## config.mk

```make
export PLATFORM = sky130hd
export DESIGN_NAME = mux_rr_scheduler
export DESIGN_NICKNAME = d
export VERILOG_FILES = /design/src/rtl/mux_rr_scheduler.sv
export SDC_FILE = /design/constraint.sdc
export NUM_CORES = 1
export LEC_CHECK = 0
export ABC_AREA = 1
export CORE_MARGIN = 8
export CORE_UTILIZATION = 30
export CTS_CLUSTER_DIAMETER = 50
export DETAILED_ROUTE_END_ITERATION = 8
export PLACE_DENSITY_LB_ADDON = 0.15
export SLEW_MARGIN = 5
export SYNTH_ARGS = -nofsm -noshare
export SYNTH_HDL_FRONTEND = slang
export SYNTH_SLANG_ARGS = --single-unit
```

## constraint.sdc

```tcl
create_clock -name clk -period 10 [get_ports clk]
set_input_delay 2 -clock clk [delete_from_list [all_inputs] [get_ports clk]]
set_output_delay 2 -clock clk [all_outputs]
set_load 0.03 [all_outputs]
```

## src/rtl/mux_rr_scheduler.sv

```systemverilog
// Round-robin owner of one shared N:1 single-bit mux channel.
// Ports: clk, rst (sync, active-high), req[N], ch_in[N] -> grant[N], select[M], busy, expire, ch_out.
module mux_rr_scheduler #(
  parameter int N         = 8,
  parameter int M         = $clog2(N),
  parameter int MAX_BURST = 16,
  parameter int BW        = (MAX_BURST > 1) ? $clog2(MAX_BURST) : 1
) (
  input  logic         clk,
  input  logic         rst,
  input  logic [N-1:0] req,
  input  logic [N-1:0] ch_in,
  output logic [N-1:0] grant,
  output logic [M-1:0] select,
  output logic         busy,
  output logic         expire,
  output logic         ch_out
);

  typedef enum logic {IDLE, GRANT} state_e;

  localparam logic [M-1:0]  LAST    = M'(N - 1);
  localparam logic [BW-1:0] CNT_MAX = BW'(MAX_BURST - 1);

  state_e         state_q, state_d;
  logic [M-1:0]   ptr_q, ptr_d;
  logic [BW-1:0]  cnt_q, cnt_d;
  logic [N-1:0]   grant_q, grant_d;
  logic [M-1:0]   sel_q, sel_d;
  logic           busy_q, busy_d;
  logic           exp_q, exp_d;

  logic           found;
  logic [M-1:0]   win;
  logic [M-1:0]   idx;

  // Circular scan starting at ptr; idx wraps explicitly so it
  // never reaches N even when N is not a power of two.
  always_comb begin
    found = 1'b0;
    win   = '0;
    idx   = ptr_q;
    for (int k = 0; k < N; k++) begin
      if (!found && req[idx]) begin
        found = 1'b1;
        win   = idx;
      end
      idx = (idx == LAST) ? '0 : idx + 1'b1;
    end
  end

  always_comb begin
    state_d = state_q;
    ptr_d   = ptr_q;
    cnt_d   = cnt_q;
    grant_d = grant_q;
    sel_d   = sel_q;
    busy_d  = busy_q;
    exp_d   = 1'b0;
    unique case (state_q)
      IDLE: begin
        if (found) begin
          grant_d = N'(1) << win;
          sel_d   = win;
          busy_d  = 1'b1;
          cnt_d   = '0;
          state_d = GRANT;
        end
      end
      GRANT: begin
        if (!req[sel_q] || cnt_q == CNT_MAX) begin
          grant_d = '0;
          busy_d  = 1'b0;
          ptr_d   = (sel_q == LAST) ? '0 : sel_q + 1'b1;
          // Still requesting at release means the burst limit cut it off.
          exp_d   = req[sel_q];
          state_d = IDLE;
        end else begin
          cnt_d = cnt_q + 1'b1;
        end
      end
      default: state_d = IDLE;
    endcase
  end

  always_ff @(posedge clk) begin
    if (rst) begin
      state_q <= IDLE;
      ptr_q   <= '0;
      cnt_q   <= '0;
      grant_q <= '0;
      sel_q   <= '0;
      busy_q  <= 1'b0;
      exp_q   <= 1'b0;
    end else begin
      state_q <= state_d;
      ptr_q   <= ptr_d;
      cnt_q   <= cnt_d;
      grant_q <= grant_d;
      sel_q   <= sel_d;
      busy_q  <= busy_d;
      exp_q   <= exp_d;
    end
  end

  assign grant  = grant_q;
  assign select = sel_q;
  assign busy   = busy_q;
  assign expire = exp_q;
  assign ch_out = busy_q & ch_in[sel_q];

endmodule

```

* After elaboration in Yosys (flattened, before gate mapping)
Index checks and enable logic that the tools add are counted.
** Storage, ports and cells
- Logic and storage cells :: 118
- Bits in registers :: 21
- Output and inout bits :: 14
- Input port bits :: 18
** Cells by class
- Eq/ne operators :: 12
- $add $sub $neg :: 9
- Reduce and logical (&&, ||, !) cells :: 21
- Magnitude comparators :: 9
- Shifts and indexed selects :: 1
- Bitwise logic cells :: 3
- Multiplexer cells :: 56
** Operators with widths (count)
- $mux 3 :: 16
- $lt 3x4->1 const B :: 9
- $bmux 1 s3 :: 10
- $add 3x1->3 const B :: 8
- $eq 3x3->1 const B :: 8
- $mux 1 :: 22
- $mux 8 :: 2
- $pmux 8 s2 :: 1
- $logic_not 1->1 :: 8
- $mux 4 :: 2
- $pmux 4 s2 :: 1
- $reduce_and 2->1 :: 4
- $shl 1x3->8 const A :: 1
- $logic_and 1x1->1 :: 7
- $add 4x1->4 const B :: 1
- $eq 4x4->1 const B :: 1
- $ne 2x2->1 const B :: 2
- $pmux 1 s2 :: 2
- $reduce_or 3->1 :: 1
- $ne 2x1->1 const B :: 1
- $not 1->1 :: 2
- $and 1x1->1 :: 1
- $logic_or 1x1->1 :: 1

* Longest topological paths before layout
Gate-level depths: netlist of the first run.
- Word-level depth :: 27
- Mapped depth :: 21
- Gate-level depth less buffers :: 21

* Worst setup path before layout of the first run
No wires, ideal clock.
- Path type :: input to output
- Start :: in ch_in[6]
- End :: out ch_out
- Arrival :: 2.825 ns
- Buffers on the path :: 0
- Data required time :: 8.000 ns
- Setup slack :: 5.175 ns
- Cell stages on the path :: 4
- Path through :: o21ai_0 > o22ai_1 > o21ai_0 > a31oi_1
** Between the ends
- Longest elaborated chain between the ends :: 3
** RTL lines
- start: declaration :: line 12 : input logic [N-1:0] ch_in,
- $bmux 1 s3 :: line 110 : assign ch_out = busy_q & ch_in[sel_q];
- $mux 1 (implied by the code) :: line 110
- $and 1x1->1 :: line 110
- end: declaration :: line 17 : output logic ch_out
Every way passes these cells. The select of a mux whose other input is x is not followed.

* Worst setup path in the final report of the first run
Same ends and word-level chain as after synthesis.

==> results.rst, run 1 <==
.. list-table::
   :header-rows: 1

   * - Metric
     - Value
   * - Outcome
     - complete, no violations
   * - TritonCTS Sinks
     - 21
   * - Maximum root-to-sink buffer count
     - 2
   * - Type of origin of the critical path
     - input port
   * - Count of cells resized by post-cts repair
     - 0
   * - Power per standard cell area
     - 376 mW/mm^2
   * - Count of filler cells inserted in the layout
     - 827
   * - Clock Skew
     - 0.00423 ns
   * - Total detailed-routing wirelength
     - 6.22 mm
   * - Biggest area consumer among synthesized cells
     - sky130_fd_sc_hd__dfxtp_1
   * - Overall Power
     - 0.997 mW
   * - Cell area after technology mapping
     - 0.00223 mm^2
   * - Final period demand of the worst path
     - 5.67 ns
   * - Required time at the endpoint of the critical path
     - 8.00 ns
   * - Seq/Total Area, Yosys
     - 18.9%
   * - Synthesized net count
     - 384
   * - Transition at the pin with the smallest max-transition slack
     - 1.07 ns
   * - Routed Antenna Nets
     - 0
   * - Average vias per placed instance
     - 4.79
   * - Clock tree from TritonCTS
     - built
   * - Final HPWL from detailed placement
     - 5.07 mm
   * - Max rail drop VDD
     - 113 uV
   * - Total GRT Usage
     - 12.3%
   * - Number of distinct standard cells referenced by the synthesized netlist
     - 40
   * - Max-slew violation total from the final report
     - 0
   * - Synthesis warning total
     - 0
   * - DRC violations left
     - 0
   * - Syn avg cell area
     - 6.27 um^2
   * - Detailed Routing Iterations Pass 1
     - 4
   * - Number of global-route vias before repair
     - 2197
   * - Clock Latency Late Sink
     - 0.26 ns
   * - Grt total ovfl
     - 0
   * - Top-level I/O count
     - 32
   * - Mean routed wirelength per cell
     - 12.9 um
   * - Number of max-capacitance violations reported
     - 0
   * - Pin count of the biggest net entering global routing
     - 23
   * - Number of antenna violations at the first check in global routing
     - 0
   * - Prevailing post-synth register cell
     - sky130_fd_sc_hd__dfxtp_1
   * - Syn Inst Count
     - 355
   * - Ranking of synthesized cells by area
     - sky130_fd_sc_hd__dfxtp_1 19%, sky130_fd_sc_hd__nand2_1 17%, sky130_fd_sc_hd__nand3_1 10%, sky130_fd_sc_hd__ha_1 6.2%, sky130_fd_sc_hd__inv_1 6.1%
   * - Number of synthesized register bits
     - 21
   * - Iteration-0 DRC Markers
     - 63
   * - Placeable core region
     - 0.00721 mm^2
   * - Number of buffers added by the clock tree synthesis step
     - 3
   * - Total number of vias
     - 2308
   * - Die outline area
     - 0.0104 mm^2
   * - Worst Path Arrival
     - 3.67 ns
   * - Global-route wire length before repair
     - 10.5 mm
   * - Port buffer count
     - 31
   * - Fmax
     - 0.176 GHz
   * - Die outline width
     - 102 um
   * - Synth top area share
     - 18.9%
   * - Layout area overhead
     - 19.1%
   * - Total inserted antenna cells
     - 0
   * - CTS clock-pin slew for the worst setup and hold paths
     - 0.07 ns
   * - Starting density of the core
     - 30.9%
   * - Setup-failing EPs final
     - 0
   * - Std-Cell Rows
     - 31
   * - Hold-fix buffers at CTS
     - 0
   * - Worst-path maximum fanout
     - 1
   * - Nets@finish
     - 413
   * - Clock root buffer
     - sky130_fd_sc_hd__clkbuf_8
   * - Share of post-route cells with drive strength above 1
     - 13.1%
   * - Unrepaired setup endpoints after global routing
     - false
   * - Number of buffers inserted by post-CTS setup repair
     - 0
   * - Number of enable flip-flop cells after synthesis
     - 0
   * - Start-to-end type of the worst setup path
     - input port to output pin
   * - Worst Setup End Kind
     - output pin
   * - Async set-or-reset flop fraction in the synthesized netlist
     - 0%
   * - Pleak
     - 1.26 nW
   * - Post-route fraction of the period consumed by the critical path
     - 56.7%
   * - Routability cong.
     - 0.838
   * - Sum of negative setup slack
     - 0 ns
   * - Worst min-delay path class
     - flip-flop to flip-flop
   * - Overall die height
     - 102 um
   * - Count of H-tree levels built during CTS
     - 1
   * - Slew HR
     - 28.3%
   * - Number of endpoints with negative hold slack in the final report
     - 0
-- report_power, final --
part	switching, mW	total [mW]	internal, mW
Sequential	0.0244	0.131	0.106
Combinational	0.550	0.812	0.262
Clock	0.0261	0.0545	0.0283
Total	0.601	0.997	0.397
-- per-layer routing --
| metal | global-route usage, % | wire length, um | up-vias |
|---|---|---|---|
| met4 | 3.27 | 85 | 0 |
| li1 | - | - | 1219 |
| met1 | 15.9 | 3020 | 1035 |
| met2 | 21.2 | 2890 | 46 |
| met5 | 0 | 0 | - |
| met3 | 1.23 | 220 | 8 |
-- area by class of cell --
cell class | count | area (um^2) | share of cell area, %
Tap cell | 99 | 124 | 4.67
Timing Repair Buffer | 31 | 310 | 11.7
Sequential cell | 21 | 420 | 15.8
Clock buffer | 4 | 45.0 | 1.70
Inverter | 42 | 160 | 6.04
Multi-Input combinational cell | 285 | 1590 | 60.0
-- logic make-up after synthesis --
family / Yosys count / share of synthesized area (%)
AO/OA/AOI/OAI: 50 / 12.8
adder cells (fa/ha/maj): 11 / 6.18
AND/OR/NAND/NOR: 220 / 50.4
flip-flops: 21 / 18.9
XOR/XNOR: 3 / 1.18
buffers and inverters: 49 / 9.61
multiplexers: 1 / 1.01
-- placed cells by master, fill, tap and decap left out --
cell type / netlist / final
sky130_fd_sc_hd__a21boi_0: 1 / 1
sky130_fd_sc_hd__inv_4: 1 / 1
sky130_fd_sc_hd__clkbuf_8: 0 / 3
sky130_fd_sc_hd__xor2_1: 1 / 1
sky130_fd_sc_hd__a31o_2: 1 / 1
sky130_fd_sc_hd__nand2_4: 5 / 5
sky130_fd_sc_hd__clkdlybuf4s50_1: 0 / 31
sky130_fd_sc_hd__nor2_2: 4 / 4
sky130_fd_sc_hd__dfxtp_1: 21 / 21
sky130_fd_sc_hd__nor2_4: 3 / 3
sky130_fd_sc_hd__inv_1: 36 / 36
sky130_fd_sc_hd__nand4_2: 1 / 1
sky130_fd_sc_hd__a21oi_1: 19 / 19
sky130_fd_sc_hd__a211oi_1: 1 / 1
sky130_fd_sc_hd__nand3b_4: 1 / 1
sky130_fd_sc_hd__clkbuf_1: 2 / 1
sky130_fd_sc_hd__nor2_1: 28 / 28
sky130_fd_sc_hd__o21ai_0: 18 / 18
sky130_fd_sc_hd__and2_1: 1 / 1
sky130_fd_sc_hd__ha_1: 11 / 11
sky130_fd_sc_hd__nand2_1: 101 / 101
sky130_fd_sc_hd__o21ai_2: 3 / 3
sky130_fd_sc_hd__xnor2_1: 2 / 2
sky130_fd_sc_hd__a31oi_1: 1 / 1
sky130_fd_sc_hd__and3_1: 1 / 1
sky130_fd_sc_hd__o22ai_1: 1 / 1
sky130_fd_sc_hd__nor2_8: 2 / 2
sky130_fd_sc_hd__nand4_1: 7 / 7
sky130_fd_sc_hd__nor3_1: 2 / 2
sky130_fd_sc_hd__nand3_2: 4 / 4
sky130_fd_sc_hd__nand3b_1: 2 / 2
sky130_fd_sc_hd__mux2i_4: 1 / 1
sky130_fd_sc_hd__nand3_1: 45 / 45
sky130_fd_sc_hd__a21oi_2: 3 / 3
sky130_fd_sc_hd__nand2_2: 11 / 11
sky130_fd_sc_hd__nand3_4: 2 / 2
sky130_fd_sc_hd__inv_2: 5 / 5
sky130_fd_sc_hd__o21ai_1: 2 / 2
-- synth_stat cells, types with 2 or more instances --
cell                       count
sky130_fd_sc_hd__nand2_1     101
sky130_fd_sc_hd__nand3_1      45
sky130_fd_sc_hd__inv_1        36
sky130_fd_sc_hd__nor2_1       28
sky130_fd_sc_hd__dfxtp_1      21
sky130_fd_sc_hd__a21oi_1      19
sky130_fd_sc_hd__o21ai_0      18
sky130_fd_sc_hd__ha_1         11
sky130_fd_sc_hd__nand2_2      11
sky130_fd_sc_hd__nand4_1       7
sky130_fd_sc_hd__inv_2         5
sky130_fd_sc_hd__nand2_4       5
sky130_fd_sc_hd__nand3_2       4
sky130_fd_sc_hd__nor2_2        4
sky130_fd_sc_hd__a21oi_2       3
sky130_fd_sc_hd__nor2_4        3
sky130_fd_sc_hd__o21ai_2       3
sky130_fd_sc_hd__buf_6         2
sky130_fd_sc_hd__clkbuf_1      2
sky130_fd_sc_hd__nand3_4       2
sky130_fd_sc_hd__nand3b_1      2
sky130_fd_sc_hd__nor2_8        2
sky130_fd_sc_hd__nor3_1        2
sky130_fd_sc_hd__o21ai_1       2
sky130_fd_sc_hd__xnor2_1       2
-- path summary, 6_finish.rpt --
kind            start        to  slack, ns  cells after the start
max          ch_in[6]    ch_out       4.33                      6
min          grant[1]  grant[1]       0.47                      2
max reg2reg  ptr_q[0]  grant[3]       6.32                     19
min reg2reg  grant[1]  grant[1]       0.47                      2
-- worst max-delay path, cell delays in order --
cell and delay, ns:
sky130_fd_sc_hd__clkdlybuf4s50_1 0.45, sky130_fd_sc_hd__o21ai_0 0.07, sky130_fd_sc_hd__o22ai_1 0.21, sky130_fd_sc_hd__o21ai_0 0.10, sky130_fd_sc_hd__a31oi_1 0.14, sky130_fd_sc_hd__clkdlybuf4s50_1 0.70
-- through the flow --
stage / std cells / hold WS (ns) / util, % / worst slack (ns) / instance area (um^2)
floorplan: 355 / 0.454 / - / 5.17 / 2230
CTS: 482 / 0.471 / 36.8 / 4.34 / 2650
global placement: 478 / 0.457 / 36.1 / 4.36 / 2610
global route: 482 / 0.488 / 36.8 / 4.27 / 2650
detailed placement: 478 / 0.459 / 36.1 / 4.35 / 2610
finish: 482 / 0.467 / 36.8 / 4.33 / 2650
-- registers in the layout, indices dropped and copies added (netlist names) --
signal and count:
expire 1, grant 8, ptr_q 3, state_q 1
select 3, cnt_q 4, busy 1
Power figures use the tool's default switching activity.
==> run 2: changes to the inputs <==
==> constraint.sdc (replaced) <==
create_clock -name clk -period 4.9 [get_ports clk]
set_input_delay 0.98 -clock clk [delete_from_list [all_inputs] [get_ports clk]]
set_output_delay 0.98 -clock clk [all_outputs]
set_load 0.03 [all_outputs]
==> results.rst, run 2 (synthesized netlist as in run 1, its figures left out) <==
.. list-table::
   :header-rows: 1

   * - Metric
     - Value
   * - Flip-flop count of the largest register, all copies and words added
     - 8
   * - Worst hold path startpoint
     - grant[0]
   * - Power per standard cell area
     - 772 mW/mm^2
   * - Die outline width
     - 102 um
   * - Most frequent cell on the critical path
     - sky130_fd_sc_hd__ha_1
   * - Number of buffers added by the clock tree synthesis step
     - 3
   * - Hold-fix buffers at CTS
     - 0
   * - Most frequent cells in the layout
     - 101 x sky130_fd_sc_hd__nand2_1, 45 x sky130_fd_sc_hd__nand3_1, 36 x sky130_fd_sc_hd__inv_1
   * - Final period demand of the worst path
     - 3.57 ns
   * - Start-to-end type of the worst setup path
     - flip-flop to flip-flop
   * - Slew HR
     - 53.6%
   * - Unrepaired setup endpoints after global routing
     - false
   * - DRC violations left
     - 0
   * - TritonCTS Sinks
     - 21
   * - Number of global-route vias before repair
     - 2389
   * - Die outline area
     - 0.0104 mm^2
   * - Required time at the endpoint of the critical path
     - 5.08 ns
   * - Placed cells
     - 479
   * - Final Core Density
     - 36.9%
   * - Count of H-tree levels built during CTS
     - 1
   * - Post-route fraction of the period consumed by the critical path
     - 72.9%
   * - Count of filler cells inserted in the layout
     - 819
   * - Hold path depth
     - 2
   * - Routability cong.
     - 0.884
   * - Nets@finish
     - 414
   * - Clock tree from TritonCTS
     - built
   * - Max stage delay cell, worst path
     - sky130_fd_sc_hd__dfxtp_1
   * - Number of buffers inserted by post-CTS setup repair
     - 0
   * - Type of origin of the critical path
     - flip-flop
   * - Total inserted antenna cells
     - 0
   * - Detailed Routing Iterations Pass 1
     - 4
   * - Delay of the slowest cell on the worst path
     - 0.52 ns
   * - Buf/Inv on CP
     - 3
   * - Max-slew violation total from the final report
     - 0
   * - Clock root buffer
     - sky130_fd_sc_hd__clkbuf_8
   * - Pleak
     - 1.26 nW
   * - Clock Skew
     - 0.00125 ns
   * - Outcome
     - complete, no violations
   * - Mean routed wirelength per cell
     - 13.5 um
   * - Max rail drop VDD
     - 304 uV
   * - Fmax
     - 0.280 GHz
   * - Routed Antenna Nets
     - 0
   * - Average vias per placed instance
     - 4.82
   * - CTS clock-pin slew for the worst setup and hold paths
     - 0.07 ns
   * - Total GRT Usage
     - 13.4%
   * - R2R depth
     - 19
   * - Placeable core region
     - 0.00721 mm^2
   * - Gate family responsible for the most delay along the worst path
     - simple AND/OR/NAND/NOR gates
   * - Final HPWL from detailed placement
     - 5.28 mm
   * - Share of post-route cells with drive strength above 1
     - 13.3%
   * - Series of cell instances along the critical path
     - ha_1 -> ha_1 -> ha_1 -> xnor2_1 -> inv_1 -> ha_1 -> inv_1 -> nand3_2 -> nand2_1 -> nand3_1 -> nand2_2 -> inv_1 -> nand4_1 -> nand2_1 -> nor2_1 -> nand3_1 -> nor2_2 -> nand3_1 -> a21oi_1
   * - Worst Path Arrival
     - 3.75 ns
   * - Crit Reg-Reg Endpoint
     - grant[2]
   * - Clock Latency Late Sink
     - 0.25 ns
   * - Number of max-capacitance violations reported
     - 0
   * - Number of endpoints with negative hold slack in the final report
     - 0
   * - Transition at the pin with the smallest max-transition slack
     - 0.694 ns
   * - Port buffer count
     - 31
   * - Count of cells resized by post-cts repair
     - 0
   * - Starting density of the core
     - 30.9%
   * - Iteration-0 DRC Markers
     - 96
   * - Setup slack, reg-to-reg
     - 1.33 ns
   * - Std-Cell Rows
     - 31
   * - Total number of vias
     - 2329
   * - Grt total ovfl
     - 0
   * - End of the worst hold path
     - grant[0]
   * - Worst-path maximum fanout
     - 9
   * - Top-level I/O count
     - 32
   * - Pin count of the biggest net entering global routing
     - 18
   * - Number of antenna violations at the first check in global routing
     - 0
   * - Layout area overhead
     - 19.4%
   * - Overall die height
     - 102 um
   * - Most common cell after layout, fill and taps aside
     - sky130_fd_sc_hd__nand2_1
   * - Critical R2R Launch
     - ptr_q[0]
   * - Number of standard cells in the final layout excluding fillers
     - 483
   * - Total detailed-routing wirelength
     - 6.51 mm
   * - Global-route wire length before repair
     - 11.4 mm
   * - Worst Setup End Kind
     - flip-flop
   * - Sum of negative setup slack
     - 0 ns
   * - Worst min-delay path class
     - flip-flop to flip-flop
   * - Setup-failing EPs final
     - 0
   * - Maximum root-to-sink buffer count
     - 2
-- run 2: cell count changes in the layout (fill, tap and decap cells not counted) --
cell                    change
sky130_fd_sc_hd__buf_4      +1
-- run 2: worst max-delay path by stage --
stage               depth (start not counted)     start  slack (ns)  endpoint
global route                               19  ptr_q[0]        0.83  grant[1]
detailed placement                          6  ch_in[6]        1.31    ch_out
finish                                     19  ptr_q[0]        1.33  grant[2]
floorplan                                  20  ptr_q[0]        1.69  grant[6]
global placement                            6  ch_in[6]        1.29    ch_out
CTS                                         6  ch_in[6]        1.31    ch_out
-- run 2: layer usage --
| metal | global-route usage, % | up-vias | share of wire [%] |
|---|---|---|---|
| li1 | - | 1220 | - |
| met1 | 16.5 | 1053 | 46 |
| met3 | 1.98 | 7 | 4.1 |
| met5 | 0 | - | 0 |
| met4 | 3.39 | 0 | 1.1 |
| met2 | 23.8 | 49 | 49 |
-- run 2: metrics by stage --
stage          cell area (um^2)  power (mW)  setup slack [ns]  hold slack [ns]
2_1_floorplan              2230        1.54              1.69            0.454
3_3_place_gp               2620        1.94              1.29            0.459
3_5_place_dp               2620        1.93              1.31            0.455
4_1_cts                    2660        2.05              1.31            0.464
5_1_grt                    2660        2.29             0.829            0.496
6_report                   2660        2.05              1.33            0.466
-- run 2: layout make-up --
class | instances | area (um^2) | area share [%]
clock buffers | 4 | 45.0 | 1.69
flip-flops and latches | 21 | 420 | 15.8
multi-input cells | 285 | 1590 | 59.9
inverters | 42 | 160 | 6.02
well taps | 99 | 124 | 4.66
repair buffers | 32 | 318 | 11.9
-- run 2: power breakdown --
part           internal (mW)  switching, mW
clock network         0.0578         0.0537
registers              0.217         0.0531
logic                  0.538           1.13
total                  0.813           1.24
-- run 2: tightest hold or removal path, delay by kind of cell, from the launching register on --
family / cells / cell delay [ns]
DFF: 1 / 0.31
and+or+nand+nor: 1 / 0.06
AOI/OAI and AO/OA: 1 / 0.05
==> run 3: changes to the inputs <==
==> constraint.sdc (replaced) <==
create_clock -name clk -period 3.2 [get_ports clk]
set_input_delay 0.64 -clock clk [delete_from_list [all_inputs] [get_ports clk]]
set_output_delay 0.64 -clock clk [all_outputs]
set_load 0.03 [all_outputs]
==> results.rst, run 3 (synthesized netlist as in run 1, its figures left out) <==
.. list-table::
   :header-rows: 1

   * - Metric
     - Value
   * - Outcome
     - complete, no violations
   * - Iteration-0 DRC Markers
     - 101
   * - Most frequent cells in the layout
     - 100 x sky130_fd_sc_hd__nand2_1, 45 x sky130_fd_sc_hd__nand3_1, 35 x sky130_fd_sc_hd__inv_1
   * - Start-to-end type of the worst setup path
     - flip-flop to flip-flop
   * - Setup slack, reg-to-reg
     - 0.21 ns
   * - Flip-flop count of the largest register, all copies and words added
     - 8
   * - Power per standard cell area
     - 1200 mW/mm^2
   * - Max-slew violation total from the final report
     - 0
   * - Required time at the endpoint of the critical path
     - 3.39 ns
   * - Number of max-capacitance violations reported
     - 0
   * - Average vias per placed instance
     - 4.73
   * - Clock Skew
     - 0.00404 ns
   * - Total detailed-routing wirelength
     - 6.65 mm
   * - Total number of vias
     - 2378
   * - Worst Path Arrival
     - 3.18 ns
   * - Worst min-delay path class
     - flip-flop to flip-flop
   * - Pin count of the biggest net entering global routing
     - 19
   * - Fmax
     - 0.334 GHz
   * - Crit Reg-Reg Endpoint
     - grant[3]
   * - CTS clock-pin slew for the worst setup and hold paths
     - 0.08 ns
   * - Port buffer count
     - 31
   * - Overall die height
     - 102 um
   * - Pleak
     - 1.36 nW
   * - DRC violations left
     - 0
   * - Top-level I/O count
     - 32
   * - Post-route fraction of the period consumed by the critical path
     - 93.5%
   * - Total area of multi-input combinational cells
     - 0.00165 mm^2
   * - Global-route wire length before repair
     - 10.9 mm
   * - Maximum root-to-sink buffer count
     - 2
   * - Clock root buffer
     - sky130_fd_sc_hd__clkbuf_8
   * - Clock tree from TritonCTS
     - built
   * - Number of global-route vias before repair
     - 2338
   * - Worst hold path startpoint
     - grant[0]
   * - Mean routed wirelength per cell
     - 13.2 um
   * - Hold path depth
     - 2
   * - Count of H-tree levels built during CTS
     - 1
   * - Worst Setup End Kind
     - flip-flop
   * - Type of origin of the critical path
     - flip-flop
   * - Layout area overhead
     - 29.0%
   * - Total inserted antenna cells
     - 0
   * - Clock Latency Late Sink
     - 0.26 ns
   * - Starting density of the core
     - 30.9%
   * - Number of buffers added by the clock tree synthesis step
     - 3
   * - Die outline area
     - 0.0104 mm^2
   * - Total area of sequential cells
     - 422 um^2
   * - Routability cong.
     - 0.925
   * - Critical R2R Launch
     - ptr_q[0]
   * - Grt total ovfl
     - 0
   * - Std-Cell Rows
     - 31
   * - Detailed Routing Iterations Pass 1
     - 4
   * - Number of antenna violations at the first check in global routing
     - 0
   * - Final HPWL from detailed placement
     - 5.44 mm
   * - Share of post-route cells with drive strength above 1
     - 20.5%
   * - Hold-fix buffers at CTS
     - 0
   * - Die outline width
     - 102 um
   * - R2R depth
     - 19
   * - TritonCTS Sinks
     - 21
   * - Count of filler cells inserted in the layout
     - 797
   * - Most common cell after layout, fill and taps aside
     - sky130_fd_sc_hd__nand2_1
   * - Transition at the pin with the smallest max-transition slack
     - 0.418 ns
   * - End of the worst hold path
     - grant[0]
   * - Max rail drop VDD
     - 457 uV
   * - Placeable core region
     - 0.00721 mm^2
   * - Final period demand of the worst path
     - 2.99 ns
   * - Total GRT Usage
     - 12.8%
   * - Routed Antenna Nets
     - 0
   * - Hold slack final
     - 0.466 ns
   * - Overall Power
     - 3.45 mW
   * - Nets@finish
     - 434
   * - Number of endpoints with negative hold slack in the final report
     - 0
   * - Slew HR
     - 72.0%
   * - Worst-path maximum fanout
     - 7
   * - Setup-failing EPs final
     - 0
-- run 3: cell count changes in the layout (fill, tap and decap cells not counted), sizes merged --
cell,before,now
clkinv,0,1
clkbuf,4,3
buf,1,21
-- run 3: layout make-up --
type	count	share of cell area (%)
Clock buffer	3	1.44
Inverter	42	5.57
Clock inverter	1	0.174
Timing Repair Buffer	52	16.3
Tap cell	99	4.31
Multi-Input combinational cell	285	57.6
Sequential cell	21	14.7
-- run 3: power by group --
| part | total [mW] | leakage [nW] | switching (mW) | internal [mW] |
|---|---|---|---|---|
| combinational | 2.89 | 1.16 | 1.86 | 1.02 |
| sequential | 0.395 | 0.172 | 0.0622 | 0.333 |
| clock | 0.172 | 0.0255 | 0.0852 | 0.0866 |
-- run 3: timing repair --
item / 4_1_cts / 5_1_grt
setup buffers: 2 / 2
setup endpoints to repair: 1 / 16
resized for setup: 1 / 11
pin swaps: 1 / 6
cloned: 0 / 0
-- run 3: worst max-delay path, stage by stage, from the launching register on --
cell and delay [ns]:
sky130_fd_sc_hd__dfxtp_2 0.34, sky130_fd_sc_hd__ha_2 0.19, sky130_fd_sc_hd__ha_4 0.28, sky130_fd_sc_hd__ha_4 0.20, sky130_fd_sc_hd__xnor2_2 0.17, sky130_fd_sc_hd__inv_1 0.08
sky130_fd_sc_hd__ha_1 0.19, sky130_fd_sc_hd__inv_1 0.09, sky130_fd_sc_hd__nand3_2 0.11, sky130_fd_sc_hd__nand2_1 0.08, sky130_fd_sc_hd__nand3_1 0.09, sky130_fd_sc_hd__nand2_2 0.13
sky130_fd_sc_hd__nand4_4 0.12, sky130_fd_sc_hd__nor2_4 0.19, sky130_fd_sc_hd__nand3_1 0.11, sky130_fd_sc_hd__nand3_1 0.10, sky130_fd_sc_hd__nand2_2 0.12, sky130_fd_sc_hd__nor2_4 0.13
sky130_fd_sc_hd__nand2_1 0.07, sky130_fd_sc_hd__a21oi_1 0.13
-- run 3: worst max-delay path by stage --
stage / startpoint / end / cells after the start
floorplan: ptr_q[0] / grant[6] / 20
global placement: ptr_q[0] / grant[3] / 19
detailed placement: ptr_q[0] / grant[3] / 19
CTS: ptr_q[0] / grant[3] / 19
global route: ptr_q[0] / grant[6] / 19
finish: ptr_q[0] / grant[3] / 19
-- run 3: per-stage QoR --
stage	TNS (ns)	std cells	instance area (um^2)	setup WS [ns]	utilization (%)
CTS	0	501	2810	0.00754	38.9
floorplan	0	355	2230	0.0311	-
global route	-0.0179	503	2870	-0.0103	39.8
global placement	0	495	2740	0.0754	38.0
finish	0	503	2870	0.207	39.8
detailed placement	0	495	2740	0.0160	38.0
-- run 3: per-layer routing --
metal	track usage [%]	vias up	wire [um]
met5	0	-	0
met4	3.95	0	94
met3	1.29	10	206
met2	22.6	46	3220
met1	15.8	1062	3120
li1	-	1260	-
